File: src/rtl/program_sequencer_pkg.sv
// Shared definitions for the AP instruction-path program sequencer:
// FSM state encodings and the fetch-address sentinel used while a jump is pending.
package program_sequencer_pkg;

    localparam logic [1:0] ST_START = 2'd0;
    localparam logic [1:0] ST_RUN   = 2'd1;
    localparam logic [1:0] ST_JUMP  = 2'd2;
    localparam logic [1:0] ST_RET   = 2'd3;

    // Address with only the MSB set: parks the cache on a non-instruction address
    // while the vector load waits for AP_ctrl. Callers truncate to their width.
    function automatic logic [63:0] sentinel_addr(input int width);
        return 64'd1 << (width - 1);
    endfunction

endpackage

File: src/rtl/program_sequencer_if.sv
// Handshake and address bus between AP_ctrl / instruction cache and the program sequencer.
// stack_err exists only when PC_STACK_ERR_EN is defined.
interface program_sequencer_if #(
    parameter int ADDR_WIDTH_MEM = 16,
    parameter int DDR_ADDR_WIDTH = 28,
    parameter int LOAD_W         = 10,
    parameter int STACK_DEPTH    = 4
);
    localparam int LVL_W = $clog2(STACK_DEPTH + 1);

    logic                      int_req;
    logic                      ret_valid;
    logic                      ins_inp_valid;
    logic                      ins_cache_rdy;
    logic                      ins_sent;
    logic [LOAD_W-1:0]         seg_loaded;
    logic [DDR_ADDR_WIDTH-1:0] jmp_addr;
    logic [ADDR_WIDTH_MEM-1:0] addr_ins;
    logic [ADDR_WIDTH_MEM-1:0] addr_cur_ins;
    logic                      int_ack;
    logic [LVL_W-1:0]          stack_level;
    logic                      done;
`ifdef PC_STACK_ERR_EN
    logic                      stack_err;
`endif

    modport master (
        output int_req, ret_valid, ins_inp_valid, ins_cache_rdy, ins_sent,
        output seg_loaded, jmp_addr,
        input  addr_ins, addr_cur_ins, int_ack, stack_level, done
`ifdef PC_STACK_ERR_EN
        , input stack_err
`endif
    );

    modport slave (
        input  int_req, ret_valid, ins_inp_valid, ins_cache_rdy, ins_sent,
        input  seg_loaded, jmp_addr,
        output addr_ins, addr_cur_ins, int_ack, stack_level, done
`ifdef PC_STACK_ERR_EN
        , output stack_err
`endif
    );

endinterface

File: src/rtl/program_sequencer_pc_ret_stack.sv
// Return-address LIFO for nested interrupts. dout always shows the top entry
// (zero when empty). Callers never push and pop in the same cycle.
module pc_ret_stack #(
    parameter int STACK_DEPTH    = 4,
    parameter int ADDR_WIDTH_MEM = 16
) (
    input  logic                                 clk,
    input  logic                                 rst,
    input  logic                                 push,
    input  logic                                 pop,
    input  logic [ADDR_WIDTH_MEM-1:0]            din,
    output logic [ADDR_WIDTH_MEM-1:0]            dout,
    output logic [$clog2(STACK_DEPTH+1)-1:0]     level,
    output logic                                 full,
    output logic                                 empty
);
    localparam int LVL_W = $clog2(STACK_DEPTH + 1);
    localparam int IDX_W = (STACK_DEPTH > 1) ? $clog2(STACK_DEPTH) : 1;

    logic [ADDR_WIDTH_MEM-1:0] mem [STACK_DEPTH];
    logic [LVL_W-1:0]          level_q;
    logic [IDX_W-1:0]          wr_idx;
    logic [IDX_W-1:0]          top_idx;

    assign full    = (level_q == LVL_W'(STACK_DEPTH));
    assign empty   = (level_q == '0);
    assign level   = level_q;
    assign wr_idx  = IDX_W'(level_q);
    assign top_idx = IDX_W'(level_q - 1'b1);
    assign dout    = empty ? '0 : mem[top_idx];

    // Storage write on push; entries carry no reset, occupancy alone defines validity.
    always_ff @(posedge clk) begin
        if (push && !full) begin
            mem[wr_idx] <= din;
        end
    end

    // Occupancy counter; reset empties the stack.
    always_ff @(posedge clk or negedge rst) begin
        if (!rst) begin
            level_q <= '0;
        end else if (push && !full) begin
            level_q <= level_q + 1'b1;
        end else if (pop && !empty) begin
            level_q <= level_q - 1'b1;
        end
    end

endmodule

File: src/rtl/program_sequencer.sv
// Program counter for the AP instruction path: issues fetch addresses, stalls at the
// edge of the resident cache segments, vectors to a DDR jump address on interrupt and
// returns through a nested return-address stack.
// Optional feature macro: PC_STACK_ERR_EN (sticky stack_err on refused int / empty ret).
module program_sequencer
    import program_sequencer_pkg::*;
#(
    parameter int ADDR_WIDTH_MEM  = 16,
    parameter int ISA_DEPTH       = 64,
    parameter int TOTAL_ISA_DEPTH = 128,
    parameter int DDR_ADDR_WIDTH  = 28,
    parameter int STACK_DEPTH     = 4,
    parameter int JMP_SHIFT       = 3,
    parameter int LOAD_W          = 10
) (
    input logic               clk,
    input logic               rst,
    program_sequencer_if.slave bus
);
    localparam int LVL_W = $clog2(STACK_DEPTH + 1);
    localparam int PW    = ADDR_WIDTH_MEM + LOAD_W;
    localparam logic [ADDR_WIDTH_MEM-1:0] LAST_ADDR = ADDR_WIDTH_MEM'(TOTAL_ISA_DEPTH - 1);
    localparam logic [ADDR_WIDTH_MEM-1:0] SENTINEL  = ADDR_WIDTH_MEM'(sentinel_addr(ADDR_WIDTH_MEM));

    logic [1:0]                state_q;
    logic [ADDR_WIDTH_MEM-1:0] addr_q;
    logic [ADDR_WIDTH_MEM-1:0] cur_q;
    logic                      ack_q;
    logic                      int_q;
    logic                      int_pend;

    logic                      int_rise;
    logic                      pend_eff;
    logic                      in_run;
    logic                      take_int;
    logic                      take_ret;
    logic                      can_adv;
    logic [PW-1:0]             next_pw;
    logic [PW-1:0]             seg_lim;
    logic [ADDR_WIDTH_MEM-1:0] vec_addr;
    logic [ADDR_WIDTH_MEM-1:0] stk_dout;
    logic [LVL_W-1:0]          stk_level;
    logic                      stk_full;
    logic                      stk_empty;
    logic                      unused_jmp;

    // A rising edge in the same cycle counts as pending, so it beats a coincident ret_valid.
    assign int_rise = bus.int_req & ~int_q;
    assign pend_eff = int_pend | int_rise;
    assign in_run   = (state_q == ST_RUN);
    assign take_int = in_run & pend_eff & ~stk_full;
    assign take_ret = in_run & ~take_int & bus.ret_valid & ~stk_empty;

    // Segment limit kept at full width so large seg_loaded values cannot alias small ones.
    assign next_pw = PW'(addr_q) + 1'b1;
    assign seg_lim = PW'(ISA_DEPTH) * PW'(bus.seg_loaded);
    assign can_adv = in_run & ~take_int & ~take_ret
                   & bus.ins_inp_valid & bus.ins_cache_rdy & bus.ins_sent
                   & (addr_q < LAST_ADDR) & (next_pw < seg_lim);

    assign vec_addr   = bus.jmp_addr[ADDR_WIDTH_MEM+JMP_SHIFT-1:JMP_SHIFT];
    assign unused_jmp = ^bus.jmp_addr;

    pc_ret_stack #(
        .STACK_DEPTH   (STACK_DEPTH),
        .ADDR_WIDTH_MEM(ADDR_WIDTH_MEM)
    ) u_stack (
        .clk  (clk),
        .rst  (rst),
        .push (take_int),
        .pop  (state_q == ST_RET),
        .din  (addr_q),
        .dout (stk_dout),
        .level(stk_level),
        .full (stk_full),
        .empty(stk_empty)
    );

    // Sequencer FSM, fetch/in-flight addresses, interrupt edge capture and ack pulse.
    always_ff @(posedge clk or negedge rst) begin
        if (!rst) begin
            state_q  <= ST_START;
            addr_q   <= '0;
            cur_q    <= '0;
            ack_q    <= 1'b0;
            int_q    <= 1'b0;
            int_pend <= 1'b0;
        end else begin
            int_q    <= bus.int_req;
            ack_q    <= 1'b0;
            int_pend <= take_int ? 1'b0 : pend_eff;
            case (state_q)
                ST_START: state_q <= ST_RUN;
                ST_RUN: begin
                    if (take_int) begin
                        addr_q  <= SENTINEL;
                        state_q <= ST_JUMP;
                    end else if (take_ret) begin
                        state_q <= ST_RET;
                    end else if (can_adv) begin
                        addr_q <= addr_q + 1'b1;
                        cur_q  <= addr_q + 1'b1;
                    end
                end
                ST_JUMP: begin
                    if (bus.ins_inp_valid) begin
                        addr_q  <= vec_addr;
                        cur_q   <= vec_addr;
                        ack_q   <= 1'b1;
                        state_q <= ST_RUN;
                    end else begin
                        addr_q <= SENTINEL;
                    end
                end
                ST_RET: begin
                    addr_q  <= stk_dout;
                    cur_q   <= stk_dout;
                    state_q <= ST_RUN;
                end
                default: state_q <= ST_START;
            endcase
        end
    end

`ifdef PC_STACK_ERR_EN
    logic err_q;
    logic refuse_int;
    logic bad_ret;

    assign refuse_int = in_run & pend_eff & stk_full;
    assign bad_ret    = in_run & ~take_int & bus.ret_valid & stk_empty;

    // Sticky misuse flag: interrupt refused on a full stack or return with nothing to pop.
    always_ff @(posedge clk or negedge rst) begin
        if (!rst) begin
            err_q <= 1'b0;
        end else if (refuse_int || bad_ret) begin
            err_q <= 1'b1;
        end
    end

    assign bus.stack_err = err_q;
`endif

    assign bus.addr_ins     = addr_q;
    assign bus.addr_cur_ins = cur_q;
    assign bus.int_ack      = ack_q;
    assign bus.stack_level  = stk_level;
    assign bus.done         = (addr_q == LAST_ADDR);

endmodule
File: src/flat_wrapper.sv
// flat-port wrapper written by rule: the top's interface ports become plain ports
module program_sequencer_flat import program_sequencer_pkg::*;
#(
    parameter int ADDR_WIDTH_MEM  = 16,
    parameter int ISA_DEPTH       = 64,
    parameter int TOTAL_ISA_DEPTH = 128,
    parameter int DDR_ADDR_WIDTH  = 28,
    parameter int STACK_DEPTH     = 4,
    parameter int JMP_SHIFT       = 3,
    parameter int LOAD_W          = 10
)
  (clk, rst, bus_int_req, bus_ret_valid, bus_ins_inp_valid, bus_ins_cache_rdy, bus_ins_sent, bus_seg_loaded, bus_jmp_addr, bus_addr_ins, bus_addr_cur_ins, bus_int_ack, bus_stack_level, bus_done);
  program_sequencer_if #(.ADDR_WIDTH_MEM(ADDR_WIDTH_MEM), .DDR_ADDR_WIDTH(DDR_ADDR_WIDTH), .LOAD_W(LOAD_W), .STACK_DEPTH(STACK_DEPTH)) bus_i ();
  input logic clk;
  input logic rst;
  input wire logic [$bits(bus_i.int_req)-1:0] bus_int_req;
  input wire logic [$bits(bus_i.ret_valid)-1:0] bus_ret_valid;
  input wire logic [$bits(bus_i.ins_inp_valid)-1:0] bus_ins_inp_valid;
  input wire logic [$bits(bus_i.ins_cache_rdy)-1:0] bus_ins_cache_rdy;
  input wire logic [$bits(bus_i.ins_sent)-1:0] bus_ins_sent;
  input wire logic [$bits(bus_i.seg_loaded)-1:0] bus_seg_loaded;
  input wire logic [$bits(bus_i.jmp_addr)-1:0] bus_jmp_addr;
  output wire logic [$bits(bus_i.addr_ins)-1:0] bus_addr_ins;
  output wire logic [$bits(bus_i.addr_cur_ins)-1:0] bus_addr_cur_ins;
  output wire logic [$bits(bus_i.int_ack)-1:0] bus_int_ack;
  output wire logic [$bits(bus_i.stack_level)-1:0] bus_stack_level;
  output wire logic [$bits(bus_i.done)-1:0] bus_done;
  assign bus_i.int_req = bus_int_req;
  assign bus_i.ret_valid = bus_ret_valid;
  assign bus_i.ins_inp_valid = bus_ins_inp_valid;
  assign bus_i.ins_cache_rdy = bus_ins_cache_rdy;
  assign bus_i.ins_sent = bus_ins_sent;
  assign bus_i.seg_loaded = bus_seg_loaded;
  assign bus_i.jmp_addr = bus_jmp_addr;
  assign bus_addr_ins = bus_i.addr_ins;
  assign bus_addr_cur_ins = bus_i.addr_cur_ins;
  assign bus_int_ack = bus_i.int_ack;
  assign bus_stack_level = bus_i.stack_level;
  assign bus_done = bus_i.done;
  program_sequencer #(.ADDR_WIDTH_MEM(ADDR_WIDTH_MEM), .ISA_DEPTH(ISA_DEPTH), .TOTAL_ISA_DEPTH(TOTAL_ISA_DEPTH), .DDR_ADDR_WIDTH(DDR_ADDR_WIDTH), .STACK_DEPTH(STACK_DEPTH), .JMP_SHIFT(JMP_SHIFT), .LOAD_W(LOAD_W)) u_core (.clk(clk), .rst(rst), .bus(bus_i));
endmodule
File: config.mk
export PLATFORM = sky130hd
export DESIGN_NAME = program_sequencer_flat
export DESIGN_NICKNAME = d
export VERILOG_FILES = /design/src/rtl/program_sequencer_pkg.sv /design/src/rtl/program_sequencer_if.sv /design/src/rtl/program_sequencer_pc_ret_stack.sv /design/src/rtl/program_sequencer.sv /design/src/flat_wrapper.sv
export SDC_FILE = /design/constraint.sdc
export NUM_CORES = 1
export LEC_CHECK = 0
export ABC_CLOCK_PERIOD_IN_PS = 10400
export BUFFER_PORTS_ARGS = -buffer_cell sky130_fd_sc_hd__buf_2
export CAP_MARGIN = 15
export CORE_MARGIN = 2
export CORE_UTILIZATION = 40
export DETAILED_ROUTE_END_ITERATION = 12
export GPL_TIMING_DRIVEN = 0
export PLACE_DENSITY = 0.66
export SETUP_SLACK_MARGIN = 0.05
export SYNTH_ARGS = -nofsm -noshare
export SYNTH_HDL_FRONTEND = slang
export SYNTH_SLANG_ARGS = --single-unit
File: constraint.sdc
create_clock -name clk -period 10.4 [get_ports clk]
set_clock_uncertainty 0.1 [all_clocks]
set_input_delay 0.52 -clock clk [delete_from_list [all_inputs] [get_ports clk]]
set_output_delay 0.52 -clock clk [all_outputs]
set_load 0.02 [all_outputs]
==> impl_metrics.py <==
metrics = {
    "status": {
        "status": "complete, no violations",
    },
    "timing": {
        "slew_headroom": 0.3473,
        "setup_tns_ns": 0,
        "tightest_slew_ns": 0.9791,
        "period_share": 0.4125,
        "timing.fmax_ghz": 0.2331,
        "setup_viol": 0,
        "rsz0062_at_grt": "no",
        "hold_viol": 0,
        "period_needed_ns": 4.290,
        "slew_viol_final": 0,
        "finalWorstSetupSlack_ns": 6.110,
    },
    "synth": {
        "synthFlopType": "edfxtp_1",
        "ys_seq_area_frac": 0.5840,
        "synth_edf_count": 64,
        "synth_nets": 436,
        "syn_area_um2": 5005,
        "ys_ff_latch": 104,
        "yosysWarnings": 0,
        "synthCells": 376,
        "async_reset_ff_frac": 0.3846,
        "synth_cell_types": 58,
        "syn_avg_cell_area_um2": 13.31,
    },
    "drt": {
        "drc": 0,
        "num_vias": 3493,
        "drtIter0Drc": 295,
        "viasPerCell": 5.544,
        "routed_wl_um": 12630,
        "ant_nets": 0,
        "drtPass1Iterations": 5,
        "routedWlPerCell_um": 20.04,
    },
    "place": {
        "hpwl_um": 8889,
        "place_congestion": 0.8462,
        "dp_slack_ns": 6.217,
        "io_buffers": 69,
        "post_dp_cell_area_um2": 5577,
    },
    "cells_and_area": {
        "drive_gt1_frac": 0.2554,
        "postLayoutCellArea_um2": 5861,
        "final_common_cell": "buf_2",
        "final_cell_mix": "buf_2, edfxtp_1, dfrtp_1, inv_1, nand2_1",
        "antenna_cells": 0,
        "fin_nets": 517,
        "multiInputGateArea_um2": 1891,
        "register_area_um2": 2923,
        "fillers": 1132,
        "syn_to_final_growth_pct": 17.10,
    },
    "power_and_ir_drop": {
        "pwr-share-clk": 0.172,
        "p_leak_nw": 2.355,
        "swShare": 0.4074,
        "power.density_nw_per_um2": 324.4,
        "p_sw_w": 0.0007744,
        "max-vdd-ir-drop_mv": 0.1210,
        "combinationalPowerShare": 0.464,
        "pwr-share-seq": 0.364,
        "p_int_w": 0.001127,
    },
    "grt": {
        "grt_pass1_vias": 3380,
        "grtUsageMet1": 0.2674,
        "grt_use_met3": 0.03923,
        "grt_pass1_wl_um": 18910,
        "track_usage": 0.1952,
        "grt_max_degree": 41,
        "grt.overflow.total": 0,
        "antenna_found_initial": 0,
        "grt_busiest_layer": "met2",
        "use_met2": 0.3084,
    },
    "worst_setup_path": {
        "max_stage_delay_ns": 0.62,
        "crit_family": "simple AND/OR/NAND/NOR gates",
        "arrival_ns": 4.42,
        "critPathMaxFanout": 10,
        "cp.required_ns": 10.53,
        "critPathKind": "reg -> reg",
        "timing.critical_path.buf_inv": 3,
        "cp_cell_sequence": "clkbuf_1 > nand4_1 > or4_1 > nor2_1 > xor2_1 > ha_1 > nand2_1 > a211o_1 > a2111oi_0 > a21oi_2 > and2_1 > buf_6 > buf_8 > mux2_1",
        "critPathSlowestCell": "or4_1",
        "critPathCaptureType": "register",
        "critPathLaunchType": "register",
    },
    "clock_tree": {
        "cts_buffers": 9,
        "clock_latency_ns": 0.35,
        "clockBufferDepth": 2,
        "cts_tree": "done",
        "clk_pin_slew_ns": 0.07,
        "htreeDepth": 3,
        "cts.sinks": 104,
        "clock-root-buffer": "clkbuf_16",
        "post_cts_resized": 0,
        "post_cts_buffers": 0,
        "hold_buffers": 0,
    },
    "worst_hold_path": {
        "hold_class": "in -> reg",
    },
    "die": {
        "initial_core_util": 0.4132,
        "die_h_um": 115.9,
        "dieArea_um2": 13420,
        "core_um2": 12110,
        "rows": 40,
        "die_width_um": 115.9,
        "ios": 82,
    },
    "flow_run": {
        "maxCapViolations": 0,
    },
}
==> Yosys cell counts, types with 2 or more instances <==
library cell / n / area (µm²)
nor4_1: 2 / 12.51
ha_1: 15 / 187.7
o22ai_1: 4 / 25.02
a221o_1: 7 / 70.07
edfxtp_1: 64 / 1922
clkbuf_1: 15 / 56.30
nor3_1: 10 / 50.05
a21o_1: 4 / 30.03
nor2_1: 13 / 48.80
o21ai_0: 7 / 35.03
a221oi_1: 3 / 26.28
xor2_1: 8 / 70.07
and2_1: 8 / 50.05
a31o_2: 3 / 26.28
a21oi_1: 15 / 75.07
a22oi_1: 3 / 22.52
mux4_2: 16 / 360.4
dfrtp_1: 40 / 1001
a211o_1: 2 / 17.52
nand2_1: 21 / 78.83
a41oi_1: 2 / 17.52
nand2b_1: 5 / 31.28
a22o_1: 3 / 26.28
mux2i_1: 9 / 90.09
inv_1: 25 / 93.84
and3_1: 4 / 25.02
buf_2: 4 / 20.02
o211ai_1: 4 / 30.03
nand3_1: 9 / 45.04
nand4_1: 7 / 43.79
a32o_1: 3 / 30.03
or4_1: 3 / 22.52
xnor2_1: 8 / 70.07
mux2_2: 4 / 45.04
o21a_1: 3 / 22.52
==> final timing paths <==
path                                             start                           to  slack (ns)  cells past startpoint
max                             u_core.bus.addr_ins[7]   u_core.bus.addr_cur_ins[5]        6.11                     14
min                                        bus_int_req                 u_core.int_q        0.19                      1
max reg2reg                     u_core.bus.addr_ins[7]   u_core.bus.addr_cur_ins[5]        6.11                     14
min reg2reg                u_core.bus.addr_cur_ins[12]  u_core.bus.addr_cur_ins[12]        0.39                      1
max in group asynchronous                          rst   u_core.bus.addr_cur_ins[1]        9.42                      1
min in group asynchronous                          rst   u_core.bus.addr_cur_ins[3]        0.21                      1
==> cell families after synthesis <==
| family | after synthesis | synth area share |
|---|---|---|
| AO/OA/AOI/OAI | 76 | 0.1168 |
| XOR/XNOR | 16 | 0.02800 |
| adder cells (fa/ha/maj) | 15 | 0.03750 |
| buffers and inverters | 46 | 0.03925 |
| flip-flops | 104 | 0.5840 |
| multiplexers | 30 | 0.1013 |
| AND/OR/NAND/NOR | 89 | 0.09325 |
==> layer usage <==
metal | routed length (µm) | part of all wire | vias up
met5 | 0 | 0 | -
met4 | 292 | 0.023 | 0
met3 | 898 | 0.071 | 27
met2 | 5950 | 0.47 | 142
met1 | 5483 | 0.43 | 1716
li1 | - | - | 1608
==> worst register-to-register path: cells and delay by family, from the launching register on <==
family	cells	cell delay, ns
XOR/XNOR	1	0.08
AO/OA/AOI/OAI	3	1.01
AND/OR/NAND/NOR	5	1.32
adder cells (fa/ha/maj)	1	0.31
flip-flops	1	0.42
multiplexers	1	0.31
buffers and inverters	3	0.63
==> metrics by stage <==
stage | util | std cells | power, W | hold slack [ns]
global route | 0.4839 | 630 | 0.002007 | 0.1900
CTS | 0.4839 | 630 | 0.001907 | 0.1901
detailed placement | 0.4604 | 614 | 0.001577 | 0.3695
finish | 0.4839 | 630 | 0.001901 | 0.1941
floorplan | - | 376 | 0.001290 | 0.1244
global placement | 0.4591 | 613 | 0.001553 | 0.3835
==> final cells by class <==
type / count / area share
Multi-Input combinational cell: 226 / 0.3226
Sequential cell: 104 / 0.4987
Buffer: 21 / 0.01751
Inverter: 25 / 0.01601
Timing Repair Buffer: 70 / 0.06085
Clock inverter: 4 / 0.008113
Tap cell: 168 / 0.03587
Clock buffer: 12 / 0.04035
==> power groups by stage <==
stage	Clock, W	Sequential [W]	Combinational (W)
after floorplan	0	0.000743	0.000548
final	0.000327	0.000692	0.000882
after global routing	0.000350	0.000707	0.000950
after detailed placement	0	0.000700	0.000877
after CTS	0.000332	0.000692	0.000883
after global placement	0	0.000692	0.000861
==> state kept, by name, summed over array words and instances (netlist names) <==
signal                   cells
u_core.bus.int_ack           1
u_core.int_q                 1
u_core.bus.addr_ins         16
u_core.int_pend              1
u_core.bus.addr_cur_ins     16
u_core.state_q               2
u_core.u_stack.level         3
u_core.u_stack.mem          64
Power figures use the tool's default switching activity.
